<file path="src/rtl/wb_pwm_pkg.sv">
// Shared definitions for the wb_pwm fade sequencer: FSM states, register
// offsets relative to the channel count, and the duty-cycle clamp.
package wb_pwm_pkg;

   typedef enum logic [1:0] {
      ST_IDLE = 2'd0,
      ST_SCAN = 2'd1,
      ST_REQ  = 2'd2,
      ST_WAIT = 2'd3
   } fsm_state_e;

   // Control registers sit directly above the per-channel target registers.
   function automatic logic [31:0] adr_div(input int channels);
      return 32'(channels);
   endfunction

   function automatic logic [31:0] adr_ctrl(input int channels);
      return 32'(channels + 1);
   endfunction

   function automatic logic [31:0] adr_status(input int channels);
      return 32'(channels + 2);
   endfunction

   // 100% duty in wb_pwm is 1<<(bits-1); anything larger saturates there.
   function automatic logic [31:0] clamp_duty(input logic [31:0] value, input int bits);
      logic [31:0] full;
      full = 32'd1 << (bits - 1);
      return (value > full) ? full : value;
   endfunction

endpackage

</file>
<file path="src/rtl/wb_pwm_fader_presc.sv">
// Step-period prescaler: counts 0..div_i while enabled and emits a one-cycle
// tick on the terminal count, giving a period of div_i+1 cycles.
module wb_pwm_fader_presc #(
   parameter int DIV_BITS = 16
) (
   input  logic                clk_i,
   input  logic                rst_ni,
   input  logic                en_i,
   input  logic [DIV_BITS-1:0] div_i,
   output logic                tick_o
);

   logic [DIV_BITS-1:0] cnt_q;
   logic [DIV_BITS-1:0] cnt_d;

   // >= keeps the period sane when DIV is lowered below the running count.
   assign tick_o = en_i && (cnt_q >= div_i);

   always_comb begin
      cnt_d = cnt_q + DIV_BITS'(1);
      if (!en_i || tick_o) begin
         cnt_d = '0;
      end
   end

   always_ff @(posedge clk_i or negedge rst_ni) begin
      if (!rst_ni) begin
         cnt_q <= '0;
      end else begin
         cnt_q <= cnt_d;
      end
   end

endmodule

</file>
<file path="src/rtl/wb_pwm_fader.sv">
// Wishbone fade sequencer: walks each channel's duty one LSB per step period
// toward its target and pushes every change to wb_pwm over a master port.
// Optional slave readback is enabled by defining WB_PWM_FADER_READBACK_EN.
module wb_pwm_fader
   import wb_pwm_pkg::*;
#(
   parameter int BITS     = 4,
   parameter int CHANNELS = 3,
   parameter int DIV_BITS = 16
) (
   input  logic        wb_clk_i,
   input  logic        wb_rst_ni,
   input  logic        wb_cyc_i,
   input  logic        wb_stb_i,
   input  logic        wb_we_i,
   input  logic [31:0] wb_adr_i,
   input  logic [31:0] wb_dat_i,
   output logic [31:0] wb_dat_o,
   output logic        wb_ack_o,
   output logic        wb_stall_o,
   output logic        pwm_cyc_o,
   output logic        pwm_stb_o,
   output logic        pwm_we_o,
   output logic [31:0] pwm_adr_o,
   output logic [31:0] pwm_dat_o,
   input  logic        pwm_ack_i,
   input  logic        pwm_stall_i,
   output logic        busy_o
);

   localparam int              IDXW     = (CHANNELS > 1) ? $clog2(CHANNELS) : 1;
   localparam logic [IDXW-1:0] LAST_IDX = IDXW'(CHANNELS - 1);
   localparam logic [31:0]     ADR_DIV  = adr_div(CHANNELS);
   localparam logic [31:0]     ADR_CTRL = adr_ctrl(CHANNELS);

   logic                slv_req;
   logic                slv_wr;
   logic [BITS-1:0]     tgt_wdat;
   logic                ack_q;
   logic                en_q;
   logic [DIV_BITS-1:0] div_q;
   logic                tick;

   assign slv_req    = wb_cyc_i & wb_stb_i;
   assign slv_wr     = slv_req & wb_we_i;
   assign tgt_wdat   = BITS'(clamp_duty(wb_dat_i, BITS));
   assign wb_ack_o   = ack_q;
   assign wb_stall_o = 1'b0;

   always_ff @(posedge wb_clk_i or negedge wb_rst_ni) begin
      if (!wb_rst_ni) begin
         ack_q <= 1'b0;
         en_q  <= 1'b0;
         div_q <= '0;
      end else begin
         ack_q <= slv_req;
         if (slv_wr && (wb_adr_i == ADR_DIV)) begin
            div_q <= wb_dat_i[DIV_BITS-1:0];
         end
         if (slv_wr && (wb_adr_i == ADR_CTRL)) begin
            en_q <= wb_dat_i[0];
         end
      end
   end

   wb_pwm_fader_presc #(
      .DIV_BITS (DIV_BITS)
   ) u_presc (
      .clk_i  (wb_clk_i),
      .rst_ni (wb_rst_ni),
      .en_i   (en_q),
      .div_i  (div_q),
      .tick_o (tick)
   );

   fsm_state_e      state_q, state_d;
   logic [IDXW-1:0] idx_q, idx_d;
   logic [IDXW-1:0] adr_q, adr_d;
   logic [BITS-1:0] dat_q, dat_d;
   logic            pend_q, pend_d;
   logic            step_we;
   logic [BITS-1:0] step_val;
   logic [BITS-1:0] cur_sel;
   logic [BITS-1:0] tgt_sel;

   logic [CHANNELS-1:0][BITS-1:0] cur_w;
   logic [CHANNELS-1:0][BITS-1:0] tgt_w;
   logic [CHANNELS-1:0]           ne_w;

   for (genvar gi = 0; gi < CHANNELS; gi++) begin : g_ch
      logic [BITS-1:0] cur_q;
      logic [BITS-1:0] tgt_q;

      always_ff @(posedge wb_clk_i or negedge wb_rst_ni) begin
         if (!wb_rst_ni) begin
            cur_q <= '0;
            tgt_q <= '0;
         end else begin
            if (slv_wr && (wb_adr_i == 32'(gi))) begin
               tgt_q <= tgt_wdat;
            end
            if (step_we && (idx_q == IDXW'(gi))) begin
               cur_q <= step_val;
            end
         end
      end

      assign cur_w[gi] = cur_q;
      assign tgt_w[gi] = tgt_q;
      assign ne_w[gi]  = (cur_q != tgt_q);
   end

   assign busy_o   = |ne_w;
   assign cur_sel  = cur_w[idx_q];
   assign tgt_sel  = tgt_w[idx_q];
   assign step_val = (cur_sel < tgt_sel) ? (cur_sel + BITS'(1)) : (cur_sel - BITS'(1));

   always_comb begin
      state_d = state_q;
      idx_d   = idx_q;
      adr_d   = adr_q;
      dat_d   = dat_q;
      pend_d  = pend_q;
      step_we = 1'b0;

      // Only one tick is remembered while a scan is running; extra ones are dropped.
      if (tick && (state_q != ST_IDLE)) begin
         pend_d = 1'b1;
      end

      unique case (state_q)
         ST_IDLE: begin
            if (en_q && (tick || pend_q)) begin
               state_d = ST_SCAN;
               idx_d   = '0;
               pend_d  = 1'b0;
            end
         end
         ST_SCAN: begin
            if (cur_sel != tgt_sel) begin
               step_we = 1'b1;
               adr_d   = idx_q;
               dat_d   = step_val;
               state_d = ST_REQ;
            end else if (idx_q == LAST_IDX) begin
               state_d = ST_IDLE;
            end else begin
               idx_d = idx_q + IDXW'(1);
            end
         end
         ST_REQ: begin
            if (!pwm_stall_i) begin
               state_d = ST_WAIT;
            end
         end
         ST_WAIT: begin
            if (pwm_ack_i) begin
               if (idx_q == LAST_IDX) begin
                  state_d = ST_IDLE;
               end else begin
                  state_d = ST_SCAN;
                  idx_d   = idx_q + IDXW'(1);
               end
            end
         end
         default: state_d = ST_IDLE;
      endcase
   end

   always_ff @(posedge wb_clk_i or negedge wb_rst_ni) begin
      if (!wb_rst_ni) begin
         state_q <= ST_IDLE;
         idx_q   <= '0;
         adr_q   <= '0;
         dat_q   <= '0;
         pend_q  <= 1'b0;
      end else begin
         state_q <= state_d;
         idx_q   <= idx_d;
         adr_q   <= adr_d;
         dat_q   <= dat_d;
         pend_q  <= pend_d;
      end
   end

   // Decoded straight from the state register so reset clears them at once.
   assign pwm_cyc_o = (state_q == ST_REQ) || (state_q == ST_WAIT);
   assign pwm_stb_o = (state_q == ST_REQ);
   assign pwm_we_o  = pwm_cyc_o;
   assign pwm_adr_o = 32'(adr_q);
   assign pwm_dat_o = 32'(dat_q);

`ifdef WB_PWM_FADER_READBACK_EN
   localparam logic [31:0] ADR_STATUS = adr_status(CHANNELS);

   logic [31:0] rd_d;
   logic [31:0] rd_q;

   always_comb begin
      rd_d = '0;
      for (int i = 0; i < CHANNELS; i++) begin
         if (wb_adr_i == 32'(i)) begin
            rd_d[2*BITS-1:0] = {cur_w[i], tgt_w[i]};
         end
      end
      if (wb_adr_i == ADR_DIV) begin
         rd_d[DIV_BITS-1:0] = div_q;
      end
      if (wb_adr_i == ADR_CTRL) begin
         rd_d[0] = en_q;
      end
      if (wb_adr_i == ADR_STATUS) begin
         rd_d[0] = busy_o;
      end
   end

   always_ff @(posedge wb_clk_i or negedge wb_rst_ni) begin
      if (!wb_rst_ni) begin
         rd_q <= '0;
      end else begin
         rd_q <= slv_req ? rd_d : '0;
      end
   end

   assign wb_dat_o = rd_q;
`else
   assign wb_dat_o = '0;
`endif

endmodule

</file>
<file path="config.mk">
export PLATFORM = sky130hd
export DESIGN_NAME = wb_pwm_fader
export DESIGN_NICKNAME = d
export VERILOG_FILES = /design/src/rtl/wb_pwm_pkg.sv /design/src/rtl/wb_pwm_fader_presc.sv /design/src/rtl/wb_pwm_fader.sv
export SDC_FILE = /design/constraint.sdc
export NUM_CORES = 1
export LEC_CHECK = 0
export CAP_MARGIN = 20
export CORE_ASPECT_RATIO = 0.6
export CORE_MARGIN = 2
export CORE_UTILIZATION = 31
export DETAILED_ROUTE_END_ITERATION = 10
export SLEW_MARGIN = 20
export SYNTH_ARGS = -nofsm -noshare
export SYNTH_HDL_FRONTEND = slang
export SYNTH_SLANG_ARGS = --single-unit
export TNS_END_PERCENT = 10
</file>
<file path="constraint.sdc">
create_clock -name wb_clk_i -period 4.1 [get_ports wb_clk_i]
set_clock_uncertainty 0.15 [all_clocks]
set_input_delay 1.025 -clock wb_clk_i [delete_from_list [all_inputs] [get_ports wb_clk_i]]
set_output_delay 1.025 -clock wb_clk_i [all_outputs]
set_load 0.02 [all_outputs]
</file>
==> metrics, run 1 <==
I/O pin total 173; Synth Register Bits a little under 70; max-slew violation count 0; global-route wire length before repair 17000 µm; run status complete, no violations; Worst Setup End Kind flip-flop; Worst R2R Setup Slack about 0.66 ns; FF-to-FF End dat_q[3]$_DFFE_PN0P_; total power 1.89 mW; crit-path cells buf_4, mux2i_1, o21ai_0, ha_1, a21oi_1, o21ai_0, buf_4, ha_1, nor2_1, or3_1, xnor2_1, mux2_2; final hold viol count 0; Hold Path Stages 1; crit path DAT 3.57 ns; main combinational cell family by area after synthesis buffers and inverters; Worst-Margin Slew between 0.6 and 0.7 ns; Ant. Diodes 0; die area 16300 µm²; Hold Crit Class reg2reg; Detailed Place HPWL approximately 8600 µm; Vias/cell 4.37; Core Area about 15000 µm²; Synth Area in XOR/XNOR 5.38%; Clock Path Buffers 2; hold_sp adr_q[1]$_DFFE_PN0P_; worst reg2reg path depth 12; Final period util 83.9%; Metal-1 WL 5060 µm; Post-synth EDFFs 0; DIE WIDTH 163 µm; Hold Path End adr_q[1]$_DFFE_PN0P_; antenna-violating nets left 0; Resize count post-CTS 0; Vias 3320; most frequent cells in the layout conb_1 (91), clkdlybuf4s50_1 (80), dfrtp_1 (69), mux2_2 (34), nor2_1 (29); crit-path max cell delay 0.56 ns; Worst slew margin 56.9%; Leak 2.68 nW; CTS tree built; post-DR wirelength/cell 14.0 µm; Post-Synth Simple-Gate Area between 10% and 20%; fmax 291 MHz; Area Growth Syn to Fin 20.7%; top sig layer met4; mux share of post-synthesis cell area 13.0%; number of setup buffers added after CTS 0; DRC Markers 0; share of post-route cells with drive strength above 1 between 10% and 20%; largest net degree at the start of global routing 49; Initial DRC Count between 150 and 200; IO Port Bufs 81; Power Density 332 nW/µm²; most common cell after layout, fill and taps aside conb_1; DRT Pass-1 Iters 4; RSZ-0062 raised after global routing no; Final Core Density 38.8%; worst-skew pair later-pin latency 0.34 ns; total CTS buffers 9; routed wl met2 4620 µm; min cycle time layout 3.44 ns; slowest CP cell dfrtp_1; Final setup viols 0; DR WL met3 857 µm; Mapped Cells 470; CP required 4.23 ns; gr usage total 13.6%; grt ovf 0; CTS H-tree depth 3; maximum vdd drop 196 µV; # rows 34; Final Non-Filler Cells 760; Synth Warn # 0; Synth async-reset ratio 100%; Fin Setup TNS 0 ns; Worst Hold Margin approximately 0.36 ns; Starting Density ~32%; Nets between 600 and 700; vias in the first global route between 3000 and 4000; Max Cap Violations 0; Clock Sinks 69; sequential-to-total area share from yosys stat 36.6%; startpoint types flip-flop; Synth Area in Compound Gates between 5 and 6%; top_reg_cell synth dfrtp_1; FF-to-FF Start idx_q[0]$_DFFE_PN0P_; Final Routed Wirelength 10700 µm; Placed Cells incl. Taps around 740; Synth Cell Area 4720 µm²; CTS clk-pin slew, worst paths 0.06 ns; Setup CP Type reg2reg; adder-cell share of the synthesized area between 7 and 8%; Distinct cells, synth 48; clk root buf clkbuf_16; Die Ht 99.6 µm; Avg Cell Area, Syn 10.0 µm²; RD Place Congestion 0.862; initial antenna violation count 0; crit-path max FO 10; cts hold-fix bufs 0
==> routing by layer <==
metal  vias up  track usage [%]
met5         -                0
met2       126             19.8
met3        15             4.09
met1      1585             19.5
met4         0             3.68
li1       1594                -
==> where the power goes <==
group | switching, mW | internal [mW]
combinational | 0.217 | 0.154
clock | 0.310 | 0.470
sequential | 0.0376 | 0.699
==> through the flow <==
stage,worst slack (ns),cell area (µm²)
after global routing,0.328,5690
after CTS,0.668,5690
after detailed placement,0.620,5400
final,0.660,5690
after floorplan,0.705,5060
after global placement,0.705,5400
==> cell families (layout without fill, tap and decap cells) <==
family | count (synthesis) | after routing
other | 1 | 91
and+or+nand+nor | 121 | 121
AOI/OAI and AO/OA | 43 | 43
muxes | 52 | 52
adders and majority gates | 27 | 27
buffers and inverters | 128 | 130
DFF | 69 | 69
xor gates and xnor gates | 29 | 29
==> Yosys cell counts (2+ instances only) <==
| cell | count | area, µm² |
|---|---|---|
| nand3_1 | 14 | 70.1 |
| xnor2_1 | 10 | 87.6 |
| mux2_4 | 10 | 150 |
| a21oi_1 | 13 | 65.1 |
| mux2_2 | 34 | 383 |
| buf_2 | 2 | 10.0 |
| inv_1 | 26 | 97.6 |
| o21ai_0 | 14 | 70.1 |
| and3_1 | 4 | 25.0 |
| nor2b_1 | 3 | 18.8 |
| or3_1 | 3 | 18.8 |
| mux2i_1 | 8 | 80.1 |
| buf_4 | 92 | 691 |
| dfrtp_1 | 69 | 1730 |
| nor4b_1 | 2 | 17.5 |
| nor3b_2 | 2 | 25.0 |
| a31oi_1 | 2 | 12.5 |
| a21o_1 | 2 | 15.0 |
| ha_1 | 26 | 325 |
| and2_1 | 4 | 25.0 |
| nor4_1 | 14 | 87.6 |
| nor2_1 | 29 | 109 |
| nand4_1 | 7 | 43.8 |
| clkbuf_1 | 4 | 15.0 |
| buf_6 | 2 | 22.5 |
| a211oi_1 | 2 | 15.0 |
| nor3_1 | 7 | 35.0 |
| nand2_1 | 23 | 86.3 |
| xor2_1 | 19 | 166 |
| o21a_1 | 5 | 37.5 |
==> flip-flops by register name (all words and copies together) (netlist names), named ones only <==
register	flops
div_q	16
u_presc.cnt_q	16
g_ch.cur_q	12
g_ch.tgt_q	12
dat_q	4
adr_q	2
idx_q	2
en_q	1
pend_q	1
state_q	1
wb_ack_o	1
==> layout make-up <==
type                            count  area (µm²)
Clock buffer                       10         229
Clock inverter                      6        63.8
Fill cell                        1469        8980
Inverter                           26        97.6
Multi-Input combinational cell    363        2470
Sequential cell                    69        1730
Tap cell                          198         248
Timing Repair Buffer               88         858
==> worst max-delay path, delay by kind of cell (launching register included) <==
| family | cells | cell delay (ns) |
|---|---|---|
| DFF | 1 | 0.56 |
| xor gates and xnor gates | 1 | 0.34 |
| adders and majority gates | 2 | 0.67 |
| AOI/OAI and AO/OA | 3 | 0.40 |
| muxes | 2 | 0.44 |
| and+or+nand+nor | 2 | 0.40 |
| buffers and inverters | 2 | 0.41 |
==> worst max path at each step <==
stage               cells past startpoint                  from                      endpoint  slack, ns
floorplan                              12  idx_q[0]$_DFFE_PN0P_          dat_q[3]$_DFFE_PN0P_       0.70
CTS                                    12  idx_q[0]$_DFFE_PN0P_  g_ch[0].cur_q[3]$_DFFE_PN0P_       0.67
global route                           12  idx_q[0]$_DFFE_PN0P_  g_ch[2].cur_q[3]$_DFFE_PN0P_       0.33
finish                                 12  idx_q[0]$_DFFE_PN0P_          dat_q[3]$_DFFE_PN0P_       0.66
global placement                        8          wb_adr_i[19]          div_q[1]$_DFFE_PN0P_       0.70
detailed placement                      8          wb_adr_i[19]          div_q[1]$_DFFE_PN0P_       0.62
Power figures use the tool's default switching activity.
==> inputs of run 2 (changes only) <==
clock period = 3.3 ns   (was 4.1 ns; I/O delays follow)
==> run 2 against run 1 <==
Register-to-register slack worse by 0.39 ns. Combinational power grew 36%. Worst setup slack worse by 0.39 ns. Clock-buffer cell count down 1. Critical path depth decreased by 1. Via count fell by 0.57%. Power grew 30%. First-iteration DRC count decreased by 13%. Cell count up 0.66%. Design area grew 1.7%. Maximum frequency rose by 14%. Sequential share of layout area fell by 0.50 points.
==> metrics, run 2 (synthesis results as in run 1) <==
NetSw 706 µW (+25%); post-DR wirelength/cell 13.6 µm (-3.5%); RD Place Congestion 0.857 (-0.52%); maximum vdd drop 279 µV (+42%); Core Area 14700 µm² (unchanged); Final Routed Wirelength 10400 µm (-2.8%); Final period util 91.7% (+7.8 points); share of post-route cells with drive strength above 1 14.8% (+0.96 points); Comb pwr share 20.6% (+0.9 points); Worst Setup End Kind flip-flop; die area 16300 µm² (unchanged); Setup CP Type reg2reg; CTS clk-pin slew, worst paths 0.06 ns (about the same); Detailed Place HPWL 8420 µm (-2.5%); Vias 3301 (-0.57%); Hold Crit Class in2async; clock power share 42.7% (+1.4 points); Max Cap Violations 0 (unchanged); Final setup viols 0 (unchanged); Final Non-Filler Cells 765 (+0.66%); Worst Hold Margin 0.298 ns (-0.0577 ns); Area Growth Syn to Fin 22.7%; Power Density 424 nW/µm² (+28%); most common cell after layout, fill and taps aside conb_1; worst-skew pair later-pin latency 0.34 ns (about the same); global-route wire length before repair 16500 µm (-2.7%); Fin Setup TNS 0 ns (unchanged); switching share of power 28.7% (-1.2 points); grt ovf 0 (unchanged); Flop pwr share 36.7% (-2.3 points); CP required 3.37 ns (-0.86 ns); fmax 330 MHz (+14%); DIE WIDTH 163 µm (unchanged); I/O pin total 173 (unchanged); most frequent cells in the layout conb_1 (91), clkdlybuf4s50_1 (80), dfrtp_1 (69), mux2_2 (34), nor2_1 (29); clk root buf clkbuf_16; DRT Pass-1 Iters 4 (unchanged); Initial DRC Count 161 (-13%); Nets 659 (+0.61%); Worst-Margin Slew 0.616 ns (-0.0293 ns); slowest CP cell dfrtp_1; crit-path max cell delay 0.42 ns (-0.14 ns); crit path DAT 3.09 ns (-0.48 ns); post-layout instance area 5790 µm² (+1.7%); DRC Markers 0 (unchanged); gr usage total 13.1% (-0.44 points); crit-path max FO 8 (-2); Clock Sinks 69 (unchanged); antenna-violating nets left 0 (unchanged); final hold viol count 0 (unchanged); crit-path cells buf_12, mux2i_1, o21ai_0, ha_1, a21oi_1, o21ai_1, ha_1, nor2_1, or3_1, xnor2_2, mux2_2; FF-to-FF End dat_q[3]$_DFFE_PN0P_; registers with the most flip-flops div_q (16), u_presc.cnt_q (16); initial antenna violation count 1 (+1); Vias/cell 4.32 (-1.2%); total CTS buffers 9 (unchanged); max-slew violation count 0 (unchanged); Leak 2.73 nW (+1.9%); number of setup buffers added after CTS 0 (unchanged); startpoint types flip-flop; IO Port Bufs 81 (unchanged); vias in the first global route 3241 (+1.6%); Worst slew margin 58.9% (+2.0 points); most frequent CP cell ha_1; RSZ-0062 raised after global routing no; Worst R2R Setup Slack 0.27 ns (-0.39 ns); # rows 34 (unchanged); DP Area 5460 µm² (+1.0%); Die Ht 99.6 µm (unchanged); CTS tree built; run status complete, no violations; Clock Path Buffers 2 (unchanged); Final Core Density 39.4% (+0.66 points); worst reg2reg path depth 11 (-1); CTS H-tree depth 3 (unchanged); Placed Cells incl. Taps 748 (+0.54%); FF-to-FF Start idx_q[0]$_DFFE_PN0P_; cell-internal power 1.75 mW (+32%); min cycle time layout 3.03 ns (-0.413 ns); Starting Density 32.1% (unchanged); # fillers 1445 (-1.6%); largest net degree at the start of global routing 26 (-47%)
run 2: how the worst max path moves through the flow:
| stage | start | to | slack (ns) | depth (start not counted) |
|---|---|---|---|---|
| 6_report | idx_q[0]$_DFFE_PN0P_ | dat_q[3]$_DFFE_PN0P_ | 0.27 | 11 |
| 5_1_grt | idx_q[0]$_DFFE_PN0P_ | g_ch[1].cur_q[3]$_DFFE_PN0P_ | 0.05 | 13 |
| 4_1_cts | idx_q[0]$_DFFE_PN0P_ | g_ch[0].cur_q[3]$_DFFE_PN0P_ | 0.19 | 11 |
| 3_5_place_dp | wb_adr_i[19] | g_ch[0].tgt_q[1]$_DFFE_PN0P_ | 0.02 | 7 |
| 3_3_place_gp | wb_adr_i[15] | g_ch[0].tgt_q[0]$_DFFE_PN0P_ | 0.07 | 7 |
| 2_1_floorplan | idx_q[0]$_DFFE_PN0P_ | dat_q[3]$_DFFE_PN0P_ | 0.02 | 12 |
run 2: metrics by stage:
step	power, mW	setup WS, ns
floorplan	1.29	0.0163
global placement	1.41	0.0686
detailed placement	1.42	0.0181
CTS	2.48	0.186
global route	2.57	0.0543
finish	2.46	0.274
run 2: metal layers:
metal | up-vias | part of all wire [%] | global-route usage [%]
met3 | 12 | 8.2 | 3.75
met2 | 126 | 42 | 19.0
met5 | - | 0 | 0
met1 | 1553 | 49 | 18.9
met4 | 0 | 1.3 | 4.08
li1 | 1610 | - | -
run 2: layout make-up:
class / count / area [µm²] / share of cell area [%]
well taps: 198 / 248 / 4.28
inverters: 26 / 97.6 / 1.69
repair buffers: 92 / 913 / 15.8
multi-input cells: 363 / 2480 / 42.8
clock buffers: 9 / 225 / 3.89
clock inverters: 7 / 98.8 / 1.71
diodes: 1 / 2.50 / 0.0432
flip-flops and latches: 69 / 1730 / 29.8
run 2: timing repair:
action | 4_1_cts | 5_1_grt
gates resized for setup | 0 | 2
endpoints found under the setup margin | 0 | 4
hold buffers | 0 | 0
run 2: worst max-delay path, delay by kind of cell (launching register included):
kind	cells	cell delay (ns)
xor+xnor	1	0.18
simple gates	2	0.44
compound gates	3	0.54
mux	2	0.39
flops	1	0.42
buf+inv	1	0.17
fa+ha+maj	2	0.63
run 2: power groups by stage:
stage	clock [mW]	sequential (mW)	combinational, mW
after global placement	0	0.917	0.495
after floorplan	0	0.892	0.400
after detailed placement	0	0.918	0.499
after CTS	1.08	0.902	0.505
final	1.05	0.903	0.506
after global routing	1.11	0.909	0.555
